===== config.mk =====
export PLATFORM = sky130hd
export DESIGN_NAME = regfile_bist
export DESIGN_NICKNAME = d
export VERILOG_FILES = /design/src/rtl/regfile_bist.sv
export SDC_FILE = /design/constraint.sdc
export NUM_CORES = 1
export LEC_CHECK = 0
export BUFFER_PORTS_ARGS = -buffer_cell sky130_fd_sc_hd__buf_2
export CORE_MARGIN = 1.5
export CORE_UTILIZATION = 48
export DETAILED_ROUTE_END_ITERATION = 10
export GPL_ROUTABILITY_DRIVEN = 0
export PLACE_DENSITY = 0.86
export SYNTH_ARGS = -nofsm -noshare
export SYNTH_HDL_FRONTEND = slang
export SYNTH_SLANG_ARGS = --single-unit

===== constraint.sdc =====
create_clock -name Clk -period 4.95 [get_ports Clk]
set_input_delay 0.99 -clock Clk [delete_from_list [all_inputs] [get_ports Clk]]
set_output_delay 0.99 -clock Clk [all_outputs]
set_load 0.1 [all_outputs]

===== src/rtl/regfile_bist.sv =====
// -----------------------------------------------------------------------------
// regfile_bist
//   Built-in self-test sequencer for the 32x32 RegisterFile. A run writes
//   pattern(r) = PATTERN_BASE + r into registers FIRST_REG..LAST_REG, one per
//   clock, then reads them back two per clock through both read ports. It
//   counts mismatching ports and remembers the first failing register.
//   The RegisterFile reads combinationally and commits writes on the Clk edge.
//
// Ports
//   Clk, Reset        clock (rising edge), synchronous active-low reset
//   Start             begin a run; only looked at in IDLE or DONE
//   Busy              high while writing or reading back
//   Done              high once a run has finished, held until Start/Reset
//   Pass              valid with Done; 1 when no port mismatched
//   ErrCount[5:0]     mismatching ports, saturating at 63
//   FirstErrReg[4:0]  register of the first mismatch, 0 when none
//   WriteRegister, WriteData, RegWrite        RegisterFile write port
//   ReadRegister1/2 (out), ReadData1/2 (in)   RegisterFile read ports
// -----------------------------------------------------------------------------
module regfile_bist #(
  parameter int          FIRST_REG    = 8,
  parameter int          LAST_REG     = 25,
  parameter logic [31:0] PATTERN_BASE = 32'hA5A5_0000
) (
  input  logic        Clk,
  input  logic        Reset,
  input  logic        Start,
  output logic        Busy,
  output logic        Done,
  output logic        Pass,
  output logic [5:0]  ErrCount,
  output logic [4:0]  FirstErrReg,
  output logic [4:0]  WriteRegister,
  output logic [31:0] WriteData,
  output logic        RegWrite,
  output logic [4:0]  ReadRegister1,
  output logic [4:0]  ReadRegister2,
  input  logic [31:0] ReadData1,
  input  logic [31:0] ReadData2
);

  localparam logic [4:0] FIRST_A = 5'(FIRST_REG);
  localparam logic [4:0] LAST_A  = 5'(LAST_REG);
  // A single-register range reads the same register on both ports.
  localparam logic [4:0] FIRST_R2 = (FIRST_REG + 1 > LAST_REG) ? LAST_A : 5'(FIRST_REG + 1);

  typedef enum logic [1:0] {
    S_IDLE  = 2'd0,
    S_WRITE = 2'd1,
    S_READ  = 2'd2,
    S_DONE  = 2'd3
  } state_t;

  function automatic logic [31:0] pattern(input logic [4:0] r);
    return PATTERN_BASE + {27'd0, r};
  endfunction

  function automatic logic [5:0] sat_add(input logic [5:0] a, input logic [1:0] inc);
    logic [6:0] s;
    s = {1'b0, a} + {5'd0, inc};
    return (s > 7'd63) ? 6'd63 : s[5:0];
  endfunction

  state_t      state_q, state_d;
  logic        busy_q, busy_d;
  logic        done_q, done_d;
  logic        pass_q, pass_d;
  logic [5:0]  err_cnt_q, err_cnt_d;
  logic [4:0]  first_err_q, first_err_d;
  logic [4:0]  wreg_q, wreg_d;
  logic [31:0] wdata_q, wdata_d;
  logic        regwrite_q, regwrite_d;
  logic [4:0]  rreg1_q, rreg1_d;
  logic [4:0]  rreg2_q, rreg2_d;

  logic        mism1, mism2, dup_pair, err1, err2;
  logic [1:0]  err_inc;
  logic [5:0]  r2_next_wide;

  always_comb begin
    mism1    = (ReadData1 != pattern(rreg1_q));
    mism2    = (ReadData2 != pattern(rreg2_q));
    dup_pair = (rreg1_q == rreg2_q);
    // On the duplicated last pair a failure counts once, attributed to port 1.
    err1     = mism1 | (dup_pair & mism2);
    err2     = mism2 & ~dup_pair;
    err_inc  = {1'b0, err1} + {1'b0, err2};
    r2_next_wide = {1'b0, rreg1_q} + 6'd3;

    state_d     = state_q;
    busy_d      = busy_q;
    done_d      = done_q;
    pass_d      = pass_q;
    err_cnt_d   = err_cnt_q;
    first_err_d = first_err_q;
    wreg_d      = wreg_q;
    wdata_d     = wdata_q;
    regwrite_d  = regwrite_q;
    rreg1_d     = rreg1_q;
    rreg2_d     = rreg2_q;

    unique case (state_q)
      S_IDLE, S_DONE: begin
        if (Start) begin
          state_d     = S_WRITE;
          busy_d      = 1'b1;
          done_d      = 1'b0;
          pass_d      = 1'b0;
          err_cnt_d   = 6'd0;
          first_err_d = 5'd0;
          wreg_d      = FIRST_A;
          wdata_d     = pattern(FIRST_A);
          regwrite_d  = 1'b1;
        end
      end

      S_WRITE: begin
        if (wreg_q == LAST_A) begin
          state_d    = S_READ;
          regwrite_d = 1'b0;
          wreg_d     = 5'd0;
          wdata_d    = 32'd0;
          rreg1_d    = FIRST_A;
          rreg2_d    = FIRST_R2;
        end else begin
          wreg_d  = wreg_q + 5'd1;
          wdata_d = pattern(wreg_q + 5'd1);
        end
      end

      S_READ: begin
        err_cnt_d = sat_add(err_cnt_q, err_inc);
        // A zero count means nothing has failed yet in this run.
        if ((err_cnt_q == 6'd0) && (err1 || err2)) begin
          first_err_d = err1 ? rreg1_q : rreg2_q;
        end
        if (rreg2_q == LAST_A) begin
          state_d = S_DONE;
          busy_d  = 1'b0;
          done_d  = 1'b1;
          pass_d  = (err_cnt_q == 6'd0) && !err1 && !err2;
          rreg1_d = 5'd0;
          rreg2_d = 5'd0;
        end else begin
          rreg1_d = rreg1_q + 5'd2;
          rreg2_d = (r2_next_wide > {1'b0, LAST_A}) ? LAST_A : r2_next_wide[4:0];
        end
      end

      default: begin
        state_d = S_IDLE;
      end
    endcase
  end

  always_ff @(posedge Clk) begin
    if (!Reset) begin
      state_q     <= S_IDLE;
      busy_q      <= 1'b0;
      done_q      <= 1'b0;
      pass_q      <= 1'b0;
      err_cnt_q   <= 6'd0;
      first_err_q <= 5'd0;
      wreg_q      <= 5'd0;
      wdata_q     <= 32'd0;
      regwrite_q  <= 1'b0;
      rreg1_q     <= 5'd0;
      rreg2_q     <= 5'd0;
    end else begin
      state_q     <= state_d;
      busy_q      <= busy_d;
      done_q      <= done_d;
      pass_q      <= pass_d;
      err_cnt_q   <= err_cnt_d;
      first_err_q <= first_err_d;
      wreg_q      <= wreg_d;
      wdata_q     <= wdata_d;
      regwrite_q  <= regwrite_d;
      rreg1_q     <= rreg1_d;
      rreg2_q     <= rreg2_d;
    end
  end

  assign Busy          = busy_q;
  assign Done          = done_q;
  assign Pass          = pass_q;
  assign ErrCount      = err_cnt_q;
  assign FirstErrReg   = first_err_q;
  assign WriteRegister = wreg_q;
  assign WriteData     = wdata_q;
  assign RegWrite      = regwrite_q;
  assign ReadRegister1 = rreg1_q;
  assign ReadRegister2 = rreg2_q;

endmodule


* Yosys cells after proc, flatten, opt, wreduce, memory -nomap -nowiden
Index checks and enable logic that the tools add are counted.
W data, S select, Z words.
** Storage, ports and cells
- Bits in registers :: 64
- Input bits :: 67
** Cells by class
- Add/sub/neg operators :: 8
- Order comparisons :: 2
- Eq/ne operators :: 12
- Muxes and demuxes :: 34
- Bitwise gates (word level) :: 4
- Reduce and logical (&&, ||, !) cells :: 19
** Operators by type and width (number)
- $add A32 B5 Y32 const A :: 3
- $mux W32 :: 2
- $ne A32 B32 Y1 :: 2
- $pmux W32 S2 :: 1
- $mux W5 :: 10
- $pmux W5 S2 :: 4
- $mux W6 :: 2
- $pmux W6 S2 :: 1
- $reduce_and A3 Y1 :: 4
- $eq A5 B5 Y1 const B :: 2
- $ne A2 B2 Y1 const B :: 4
- $pmux W1 S2 :: 4
- $add A6 B2 Y7 :: 1
- $gt A7 B6 Y1 const B :: 1
- $add A5 B2 Y6 const B :: 1
- $gt A6 B5 Y1 const B :: 1
- $logic_not A6 Y1 :: 1
- $mux W1 :: 6
- $mux W2 :: 3
- $pmux W2 S3 :: 1
- $reduce_and A2 Y1 :: 3
- $reduce_bool A2 Y1 :: 3
- $add A5 B1 Y5 const B :: 1
- $add A5 B2 Y5 const B :: 1
- other kinds (12) :: 17

* Longest topological paths before layout
Gate-level depths: netlist of run 1.
- Depth in word-level cells :: 9
- Depth in mapped cells :: 14
- Depth with buffers taken out :: 12

* Worst setup path after synthesis of run 1
OpenSTA, ideal clock, no wires.
- Kind :: register to register
- From :: register rreg1_q[1], in the netlist ReadRegister1[1]
- To :: register err_cnt_q[5], in the netlist ErrCount[5]
- Arrival :: 3.251 ns
- Data required time :: 4.830 ns
- Setup slack :: 1.580 ns
- Stages on the path, launching flop included :: 14
- Period minus slack after synthesis :: 3.370 ns
- Path through :: dfxtp_1 buf_4 xnor2_1 nand3_1 or3_1 buf_2 a21oi_1 fa_1 inv_1 ha_1 and3_1 nand2_1 a31oi_1 o221a_2
** Between the ends
- Longest elaborated chain between the ends :: 8
- Elaborated cells on any way between the ends :: 12
- Classes of those cells :: add/sub (3); order compare (1); eq/ne (2); mux (2); bitwise (4)
** Ends and longest elaborated chain
- start: declaration :: line 73 : logic [4:0] rreg1_q, rreg1_d;
- start signal: assignment :: line 179 : rreg1_q <= rreg1_d;
- $add A32 B5 Y32 or $eq A5 B5 Y1 (tied branches) :: line 55, 83
- $ne A32 B32 Y1 (tied with other cells) :: line 81 : mism1 = (ReadData1 != pattern(rreg1_q));
- $or A1 B1 Y1 or $and A1 B1 Y1 (tied branches) :: line 85, 86
- $add A1 B1 Y2 * :: line 87 : err_inc = {1'b0, err1} + {1'b0, err2};
- $add A6 B2 Y7 * :: line 60 : s = {1'b0, a} + {5'd0, inc};
- $gt A7 B6 Y1 :: line 61 : return (s > 7'd63) ? 6'd63 : s[5:0];
- $mux W6 * :: line 61
- $pmux W6 S2 * :: line 102 : unique case (state_q)
- end signal: assignment :: line 174 : err_cnt_q <= err_cnt_d;
- end: declaration :: line 68 : logic [5:0] err_cnt_q, err_cnt_d;
Mark *: on every way between the ends. The rest lies on a longest branch, timed or not.
A chain may end at the register's enable or synchronous reset.

* Final worst setup path of run 1
- From :: input ReadData1[25]
- To :: register err_cnt_q[5], in the netlist ErrCount[5]
** Between the ends
- Longest elaborated chain between the ends :: 7
** Ends and longest elaborated chain
- start: declaration :: line 38 : input logic [31:0] ReadData1,
- $ne A32 B32 Y1 * :: line 81
- $or A1 B1 Y1 * :: line 85 : err1 = mism1 | (dup_pair & mism2);
- $add A1 B1 Y2 * :: line 87
- $add A6 B2 Y7 * :: line 60
- $gt A7 B6 Y1 :: line 61
- $mux W6 * :: line 61
- $pmux W6 S2 * :: line 102
Marked as above.

==> reports/metrics.yaml, run 1 <==
power_and_ir_drop:
  vdd_drop_max_mv: 0.456
  p_leak_nw: 1.37
  p_per_area_nw_per_um2: 574
timing:
  final_max_slew_viol_count: 0
  finalSetupViolations: 0
  clock_skew_ns: 0.00794
  setup_tns_ns: 0
  max_freq_ghz: 0.308
  tightestPinTransition_ns: 0.728
  hold_viol_final: 0
  post-route-min-period_ns: 3.25
  timing.slew.headroom: 0.501
  whs_ns: 0.474
  rsz0062_at_grt: "false"
  fin_crit_sh: 0.656
cts:
  cts.clk_slew.worst_paths_ns: 0.07
  cts_root_buf: "clkbuf_8"
  post_cts_resized: 0
  cts_buffers: 5
  htreeDepth: 2
  post_cts_buffers: 0
  cts_tree: "yes"
  cts_sinks: 32
  clock_path_buffers: 2
  clkLatencyLatePin_ns: 0.29
  cts_hold_buf: 0
global_routing:
  grt_max_degree: 30
  track_usage: 0.213
  grt_pass1_vias: 2115
  grt_overflow: 0
  grt_pass1_wl_um: 8850
  antenna_found_initial: 0
yosys:
  netlist.area_leader.share: 0.275
  yosysSeqAreaShare: 0.275
  yosys_warnings: 0
  synthArstFlopShare: 0
  syn_area_um2: 2330
  synth_edf_count: 0
  synth_top_area_cell: "dfxtp_1"
  synth_area_leaders: "dfxtp_1 (27%), buf_4 (11%), ha_1 (4.8%)"
  synth.distinct_cells: 53
  synth-seq-cells: 32
  syn_inst: 288
  syn_avg_cell_area_um2: 8.09
  ys.flop_type: "dfxtp_1"
routing:
  antenna_left: 0
  wl_um: 5820
  firstDrtPassIters: 4
  wl_per_cell_um: 13.4
  via_per_inst: 5.34
  routed-via-count: 2313
  first_iter_violations: 104
  drc_errors: 0
setup_path:
  path_max_fanout: 9
  worst_setup_path_start_kind: "input pin"
  arrival_ns: 3.44
  required_ns: 5.14
  path_class: "input pin to flip-flop"
  endpoint_kind: "flip-flop"
floorplan:
  initial_core_util: 0.497
  ios: 129
  coreArea_um2: 4690
  die_y_um: 72.7
  fp.dieW_um: 72.7
  rows: 25
  die_area_um2: 5280
status:
  outcome: "finished, final reports clean"
placement:
  post-place-cells: 426
  io_buffers: 108
  post-dp-hpwl_um: 4340
cells_and_area:
  final_core_util: 0.596
  area_growth_pct: 20.0
  layout_commonest_cell: "buf_2"
  layout_common_cells: "buf_2 (108), dfxtp_1 (32), o21ai_0 (20), conb_1 (20)"
  drive_gt1_frac: 0.317
  layout.nets: 456
  diodes: 0
  final_cells: 433
worst_hold_path:
  hp-class: "flip-flop to flip-flop"
flow_run:
  maxCapViolCount: 0
-- per-stage QoR --
stage | total power [mW] | cell area (um2) | setup slack (ns)
final | 1.61 | 2800 | 1.70
after floorplan | 1.29 | 2400 | 1.58
after CTS | 1.61 | 2800 | 1.71
after global routing | 1.70 | 2800 | 1.43
after detailed placement | 1.41 | 2720 | 1.42
after global placement | 1.39 | 2720 | 1.50
-- critical path, stage by stage --
cell and delay [ns]:
buf_2 0.11, nor4b_1 0.27, nand4_1 0.12, or3_1 0.54, a21oi_1 0.23, fa_1 0.23
inv_1 0.05, ha_1 0.20, and3_1 0.22, nand2_1 0.11, a31oi_1 0.10, o221a_2 0.27
-- layout make-up --
cell class | instances | area, um2
Fill cell | 430 | 1890
Multi-Input combinational cell | 217 | 1420
Sequential cell | 32 | 641
Timing Repair Buffer | 108 | 541
Clock buffer | 6 | 72.6
Tap cell | 54 | 67.6
Inverter | 15 | 56.3
Clock inverter | 1 | 5.00
-- state kept, by name (all words and copies together), names as in the netlist, 2 cells and up --
signal         count
ReadRegister1      4
WriteRegister      4
WriteData          2
state_q            2
ErrCount           6
ReadRegister2      5
FirstErrReg        5
-- path summary, 6_finish.rpt --
path | from | endpoint | slack [ns] | cells after the start
setup / recovery | ReadData1[25] | ErrCount[5] | 1.70 | 12
hold / removal | Pass | Pass | 0.47 | 2
setup reg to reg | ReadRegister1[3] | ErrCount[5] | 2.03 | 11
hold reg to reg | Pass | Pass | 0.47 | 2
-- report_power, final --
part	leakage [nW]	switching (mW)	internal, mW
Combinational	1.07	0.807	0.230
Sequential	0.260	0.0702	0.302
Clock	0.0410	0.101	0.0956
Total	1.37	0.978	0.627
-- cells by family (layout without fill, tap and decap cells) --
logic type / after synthesis / after routing / synth area share
multiplexers: 8 / 8 / 0.0344
adder cells (fa/ha/maj): 10 / 10 / 0.0569
XOR/XNOR: 14 / 14 / 0.0526
buffers and inverters: 58 / 130 / 0.149
AND/OR/NAND/NOR: 97 / 97 / 0.252
flip-flops: 32 / 32 / 0.275
other: 1 / 20 / 0.00161
AO/OA/AOI/OAI: 68 / 68 / 0.179
-- routing by layer --
metal / global-route usage / vias up / wire length (um)
met2: 0.409 / 87 / 3020
met3: 0.0608 / 9 / 458
met4: 0.0943 / 0 / 80
met1: 0.210 / 1069 / 2260
met5: 0 / - / 0
li1: - / 1148 / -
-- Yosys cell counts (all sizes together) (2+ instances only) --
| library cell | n |
|---|---|
| and3 | 4 |
| a21oi | 18 |
| nor2 | 5 |
| nor2b | 9 |
| xnor2 | 7 |
| xor2 | 7 |
| and3b | 2 |
| or4 | 3 |
| ha | 9 |
| o211a | 2 |
| and4 | 2 |
| buf | 37 |
| nor4 | 8 |
| dfxtp | 32 |
| nand4b | 2 |
| nor4b | 3 |
| o22ai | 5 |
| or3 | 2 |
| nor3 | 4 |
| nand3 | 8 |
| nand2 | 19 |
| o21ai | 21 |
| and2 | 8 |
| clkbuf | 6 |
| o21a | 3 |
| a21boi | 6 |
| nand2b | 5 |
| nor4bb | 4 |
| mux2i | 8 |
| nand4 | 5 |
| a31oi | 5 |
| inv | 15 |
No activity file was read; power rests on OpenSTA's default activity.
==> inputs of run 2 (changes only) <==
--- a/config.mk
+++ b/config.mk
@@ -7,10 +7,10 @@
 export LEC_CHECK = 0
 export BUFFER_PORTS_ARGS = -buffer_cell sky130_fd_sc_hd__buf_2
 export CORE_MARGIN = 1.5
-export CORE_UTILIZATION = 48
+export CORE_UTILIZATION = 45
 export DETAILED_ROUTE_END_ITERATION = 10
 export GPL_ROUTABILITY_DRIVEN = 0
-export PLACE_DENSITY = 0.86
+export PLACE_DENSITY = 0.81
 export SYNTH_ARGS = -nofsm -noshare
 export SYNTH_HDL_FRONTEND = slang
 export SYNTH_SLANG_ARGS = --single-unit
==> constraint.sdc (replaced) <==
create_clock -name Clk -period 3 [get_ports Clk]
set_input_delay 0.6 -clock Clk [delete_from_list [all_inputs] [get_ports Clk]]
set_output_delay 0.6 -clock Clk [all_outputs]
set_load 0.1 [all_outputs]
==> reports/metrics.yaml, run 2 (synthesis results as in run 1) <==
status:
  outcome: "finished, final reports clean"  # unchanged
cts:
  cts_root_buf: "clkbuf_8"  # unchanged
  post_cts_buffers: 0  # unchanged
  clock_path_buffers: 2  # unchanged
  htreeDepth: 2  # unchanged
  cts.clk_slew.worst_paths_ns: 0.07  # about the same
  cts_sinks: 32  # unchanged
  cts_hold_buf: 0  # unchanged
  clkLatencyLatePin_ns: 0.29  # about the same
  post_cts_resized: 0  # unchanged
  cts_tree: "yes"  # unchanged
  cts_buffers: 5  # unchanged
routing:
  antenna_left: 0  # unchanged
  drc_errors: 0  # unchanged
  via_per_inst: 5.06  # was 5.34
  first_iter_violations: 134  # was 104
  routed-via-count: 2314  # was 2,313
  firstDrtPassIters: 4  # unchanged
  wl_per_cell_um: 12.6  # was 13.4 um
  wl_um: 5750  # was 5820 um
cells_and_area:
  layout_commonest_cell: "buf_2"  # unchanged
  area_growth_pct: 24.0  # was 20.0%
  largest_reg_flops: 6  # unchanged
  diodes: 0  # unchanged
  nFillCells: 465  # was 430
  layout.nets: 463  # was 456
  layout_common_cells: "buf_2 (108), dfxtp_1 (28), o21ai_0 (20), conb_1 (20)"  # was buf_2 (108), dfxtp_1 (32), o21ai_0 (20), conb_1 (20)
  drive_gt1_frac: 0.344  # was 0.317
  final_core_util: 0.573  # was 0.596
setup_path:
  path_max_fanout: 3  # was 9
  cp_slowest_cell: "or3_1"  # unchanged
  path_cells: "buf_2 -> nor4b_1 -> nand4_1 -> or3_1 -> a21oi_1 -> fa_1 -> inv_1 -> ha_1 -> and3_1 -> nand2_1 -> a31oi_1 -> o221a_2"  # unchanged
  startpoint: "ReadData1[5]"  # was ReadData1[25]
  endpoint: "ErrCount[5]"  # unchanged
  worst_setup_path_start_kind: "input pin"  # unchanged
  arrival_ns: 2.91  # was 3.44 ns
  r2r_end: "ErrCount[5]"  # unchanged
  required_ns: 3.18  # was 5.14 ns
  r2r_start: "ReadRegister2[2]"  # was ReadRegister1[3]
  path_class: "input pin to flip-flop"  # unchanged
  reg2regPathDepth: 11  # unchanged
  r2r_slack_ns: 0.43  # was 2.03 ns
  slowest_delay_ns: 0.42  # was 0.54 ns
  endpoint_kind: "flip-flop"  # unchanged
global_routing:
  antenna_found_initial: 0  # unchanged
  grt_pass1_vias: 1978  # was 2,115
  grt_overflow: 0  # unchanged
  track_usage: 0.195  # was 0.213
  grt_pass1_wl_um: 8370  # was 8850 um
  grt_max_degree: 30  # unchanged
timing:
  hold_viol_final: 0  # unchanged
  post-route-min-period_ns: 2.73
  rsz0062_at_grt: "false"  # unchanged
  clock_skew_ns: 0.00528  # was 0.00794 ns
  max_freq_ghz: 0.366
  fin_crit_sh: 0.910
  setup_tns_ns: 0  # unchanged
  finalSetupViolations: 0  # unchanged
  tightestPinTransition_ns: 0.761  # was 0.728 ns
  final_max_slew_viol_count: 0  # unchanged
  timing.slew.headroom: 0.478  # was 0.501
floorplan:
  die_area_um2: 5620  # was 5280 um2
  rows: 26  # was 25
  die_y_um: 75.0  # was 72.7 um
  initial_core_util: 0.462  # was 0.497
  fp.dieW_um: 75.0  # was 72.7 um
  ios: 129  # unchanged
  coreArea_um2: 5040  # was 4690 um2
worst_hold_path:
  hp-class: "flip-flop to flip-flop"  # unchanged
placement:
  post-dp-hpwl_um: 4410  # was 4340 um
  io_buffers: 108  # unchanged
power_and_ir_drop:
  p_per_area_nw_per_um2: 929  # was 574 nW/um2
  vdd_drop_max_mv: 0.649  # was 0.456 mV
  p_leak_nw: 1.42  # was 1.37 nW
flow_run:
  maxCapViolCount: 0  # unchanged
-- run 2: cell types whose count changed in the layout (fill, tap and decap cells not counted), sizes merged --
cell and change:
buf +7, clkinv +1
-- run 2: where the power goes --
part           internal (mW)  total [mW]  switching [mW]  leakage (nW)
logic                  0.394        1.75            1.35          1.11
registers              0.500       0.584          0.0845         0.262
clock network          0.183       0.351           0.168        0.0510
-- run 2: critical path, delay by kind of cell --
| family | cells | cell delay, ns |
|---|---|---|
| and+or+nand+nor | 5 | 1.22 |
| AOI/OAI and AO/OA | 3 | 0.54 |
| adders and majority gates | 2 | 0.40 |
| buffers and inverters | 2 | 0.15 |
-- run 2: worst min path at each step --
stage	start	to	slack [ns]	depth (start not counted)
2_1_floorplan	state_q[1]	state_q[1]	0.50	1
3_3_place_gp	FirstErrReg[0]	FirstErrReg[0]	0.44	2
3_5_place_dp	FirstErrReg[0]	FirstErrReg[0]	0.44	2
4_1_cts	FirstErrReg[0]	FirstErrReg[0]	0.45	2
5_1_grt	FirstErrReg[0]	FirstErrReg[0]	0.46	2
6_report	FirstErrReg[0]	FirstErrReg[0]	0.45	2
-- run 2: final cells by class --
class                      instances  area, um2  area share
multi-input combinational        217       1420       0.490
sequential                        32        646       0.223
timing repair buffer             115        593       0.205
tap                               70       87.6      0.0303
clock buffer                       6       82.6      0.0286
inverter                          15       56.3      0.0195
clock inverter                     2       10.0     0.00346
-- run 2: routing by layer --
metal,track usage,wire length (um)
met5,0,0
met4,0.0606,85
met3,0.0482,401
met2,0.358,2880
met1,0.220,2380
-- run 2: through the flow --
stage                     hold slack (ns)  setup slack (ns)  total power, mW  instance area (um2)  instances
after CTS                           0.449             0.229             2.70                 2890        457
after global routing                0.460             0.120             2.85                 2890        457
final                               0.447             0.271             2.68                 2890        457
after detailed placement            0.437           -0.0852             2.34                 2800        449
after global placement              0.435           -0.0290             2.33                 2800        449
after floorplan                     0.497            -0.102             2.13                 2410        307
==> inputs of run 3 (changes only) <==
==> constraint.sdc (replaced) <==
create_clock -name Clk -period 3 [get_ports Clk]
set_input_delay 0.45 -clock Clk [delete_from_list [all_inputs] [get_ports Clk]]
set_output_delay 0.45 -clock Clk [all_outputs]
set_load 0.1 [all_outputs]
==> reports/metrics.yaml, run 3 (synthesis results as in run 1) <==
status:
  outcome: "finished, final reports clean"  # unchanged
floorplan:
  fp.dieW_um: 75.0  # unchanged
  die_area_um2: 5620  # unchanged
  die_y_um: 75.0  # unchanged
  rows: 26  # unchanged
  ios: 129  # unchanged
  coreArea_um2: 5040  # unchanged
  initial_core_util: 0.462  # unchanged
worst_hold_path:
  min_from: "FirstErrReg[0]"  # unchanged
  hp-class: "flip-flop to flip-flop"  # unchanged
  whs_path_depth: 2  # unchanged
placement:
  post-place-ws_ns: 0.0659  # was -0.0852 ns
  place_area_um2: 2800  # unchanged
  post-dp-hpwl_um: 4400  # was 4410 um
  io_buffers: 108  # unchanged
setup_path:
  required_ns: 3.19  # was 3.18 ns
  r2r_start: "ReadRegister2[2]"  # unchanged
  worst_setup_path_start_kind: "input pin"  # unchanged
  startpoint: "ReadData1[5]"  # unchanged
  path_max_fanout: 3  # unchanged
  arrival_ns: 2.78  # was 2.91 ns
  path_class: "input pin to flip-flop"  # unchanged
  endpoint_kind: "flip-flop"  # unchanged
  reg2regPathDepth: 11  # unchanged
routing:
  drc_errors: 0  # unchanged
  routed-via-count: 2322  # was 2,314
  wl_per_cell_um: 12.7  # was 12.6 um
  antenna_left: 0  # unchanged
  via_per_inst: 5.08  # was 5.06
  firstDrtPassIters: 4  # unchanged
  wl_um: 5790  # was 5750 um
  first_iter_violations: 115  # was 134
timing:
  clock_skew_ns: 0.00678  # was 0.00528 ns
  timing.slew.headroom: 0.479  # was 0.478
  tightestPinTransition_ns: 0.760  # was 0.761 ns
  hold_viol_final: 0  # unchanged
  finalSetupViolations: 0  # unchanged
  rsz0062_at_grt: "false"  # unchanged
  max_freq_ghz: 0.386  # was 0.366 GHz
  fin_crit_sh: 0.863  # was 0.910
  worst_slack_ns: 0.412  # was 0.271 ns
  final_max_slew_viol_count: 0  # unchanged
  post-route-min-period_ns: 2.59  # was 2.73 ns
  setup_tns_ns: 0  # unchanged
cells_and_area:
  multi_input_area_um2: 1420  # unchanged
  nFillCells: 460  # was 465
  largest_reg_flops: 6  # unchanged
  area.sequential_um2: 646  # unchanged
  final_area_um2: 2890  # unchanged
  layout.nets: 463  # unchanged
  drive_gt1_frac: 0.344  # unchanged
  layout_commonest_cell: "buf_2"  # unchanged
  area_growth_pct: 24.0  # unchanged
  layout_common_cells: "buf_2 (108), dfxtp_1 (28), o21ai_0 (20), conb_1 (20)"  # unchanged
  diodes: 0  # unchanged
flow_run:
  maxCapViolCount: 0  # unchanged
cts:
  cts_tree: "yes"  # unchanged
  post_cts_buffers: 0  # unchanged
  htreeDepth: 2  # unchanged
  clkLatencyLatePin_ns: 0.30  # was 0.29 ns
  cts.clk_slew.worst_paths_ns: 0.07  # about the same
  cts_buffers: 5  # unchanged
  cts_root_buf: "clkbuf_8"  # unchanged
  cts_sinks: 32  # unchanged
  post_cts_resized: 0  # unchanged
  clock_path_buffers: 2  # unchanged
  cts_hold_buf: 0  # unchanged
global_routing:
  grtUsageMet2: 0.353  # was 0.358
  met3_usage: 0.0562  # was 0.0482
  grt_most_used_layer: "met2"  # unchanged
  grt.met1_usage: 0.227  # was 0.220
  grt_pass1_vias: 1981  # was 1,978
  grt_overflow: 0  # unchanged
  track_usage: 0.197  # was 0.195
  antenna_found_initial: 0  # unchanged
  grt_max_degree: 30  # unchanged
  grt_pass1_wl_um: 8410  # was 8370 um
power_and_ir_drop:
  p_total_mw: 2.69  # was 2.68 mW
  vdd_drop_max_mv: 0.648  # was 0.649 mV
  p_per_area_nw_per_um2: 929  # about the same
  p_leak_nw: 1.42  # unchanged
==> run 3: area by class of cell <==
type	count	area share
clock buffers	6	0.0286
clock inverters	2	0.00346
inverters	15	0.0195
multi-input cells	217	0.490
flip-flops and latches	32	0.223
well taps	70	0.0303
repair buffers	115	0.205
==> run 3: power breakdown <==
group / total, mW / internal (mW) / leakage (nW) / switching, mW
Sequential: 0.584 / 0.500 / 0.262 / 0.0845
Clock: 0.353 / 0.183 / 0.0510 / 0.170
Combinational: 1.75 / 0.394 / 1.11 / 1.35
==> run 3: layer usage <==
metal	share of wire	up-vias
met5	0	-
met4	0.012	0
met3	0.078	7
met2	0.50	88
met1	0.41	1057
li1	-	1170
==> run 3: final timing paths <==
kind         slack [ns]             end
max                0.41     ErrCount[5]
min reg2reg        0.45  FirstErrReg[0]
min                0.45  FirstErrReg[0]
max reg2reg        0.44     ErrCount[5]
==> run 3: critical path, stage by stage <==
cell,delay [ns]
buf_2,0.10
nor4b_1,0.36
nand4_1,0.13
or3_1,0.43
a21oi_1,0.19
fa_1,0.21
inv_1,0.05
ha_1,0.19
and3_1,0.22
nand2_1,0.10
a31oi_1,0.09
o221a_2,0.27
==> run 3: through the flow <==
stage	cells	util	hold WS (ns)
floorplan	307	-	0.497
global placement	449	0.555	0.435
CTS	457	0.573	0.449
global route	457	0.573	0.460
detailed placement	449	0.555	0.437
finish	457	0.573	0.448
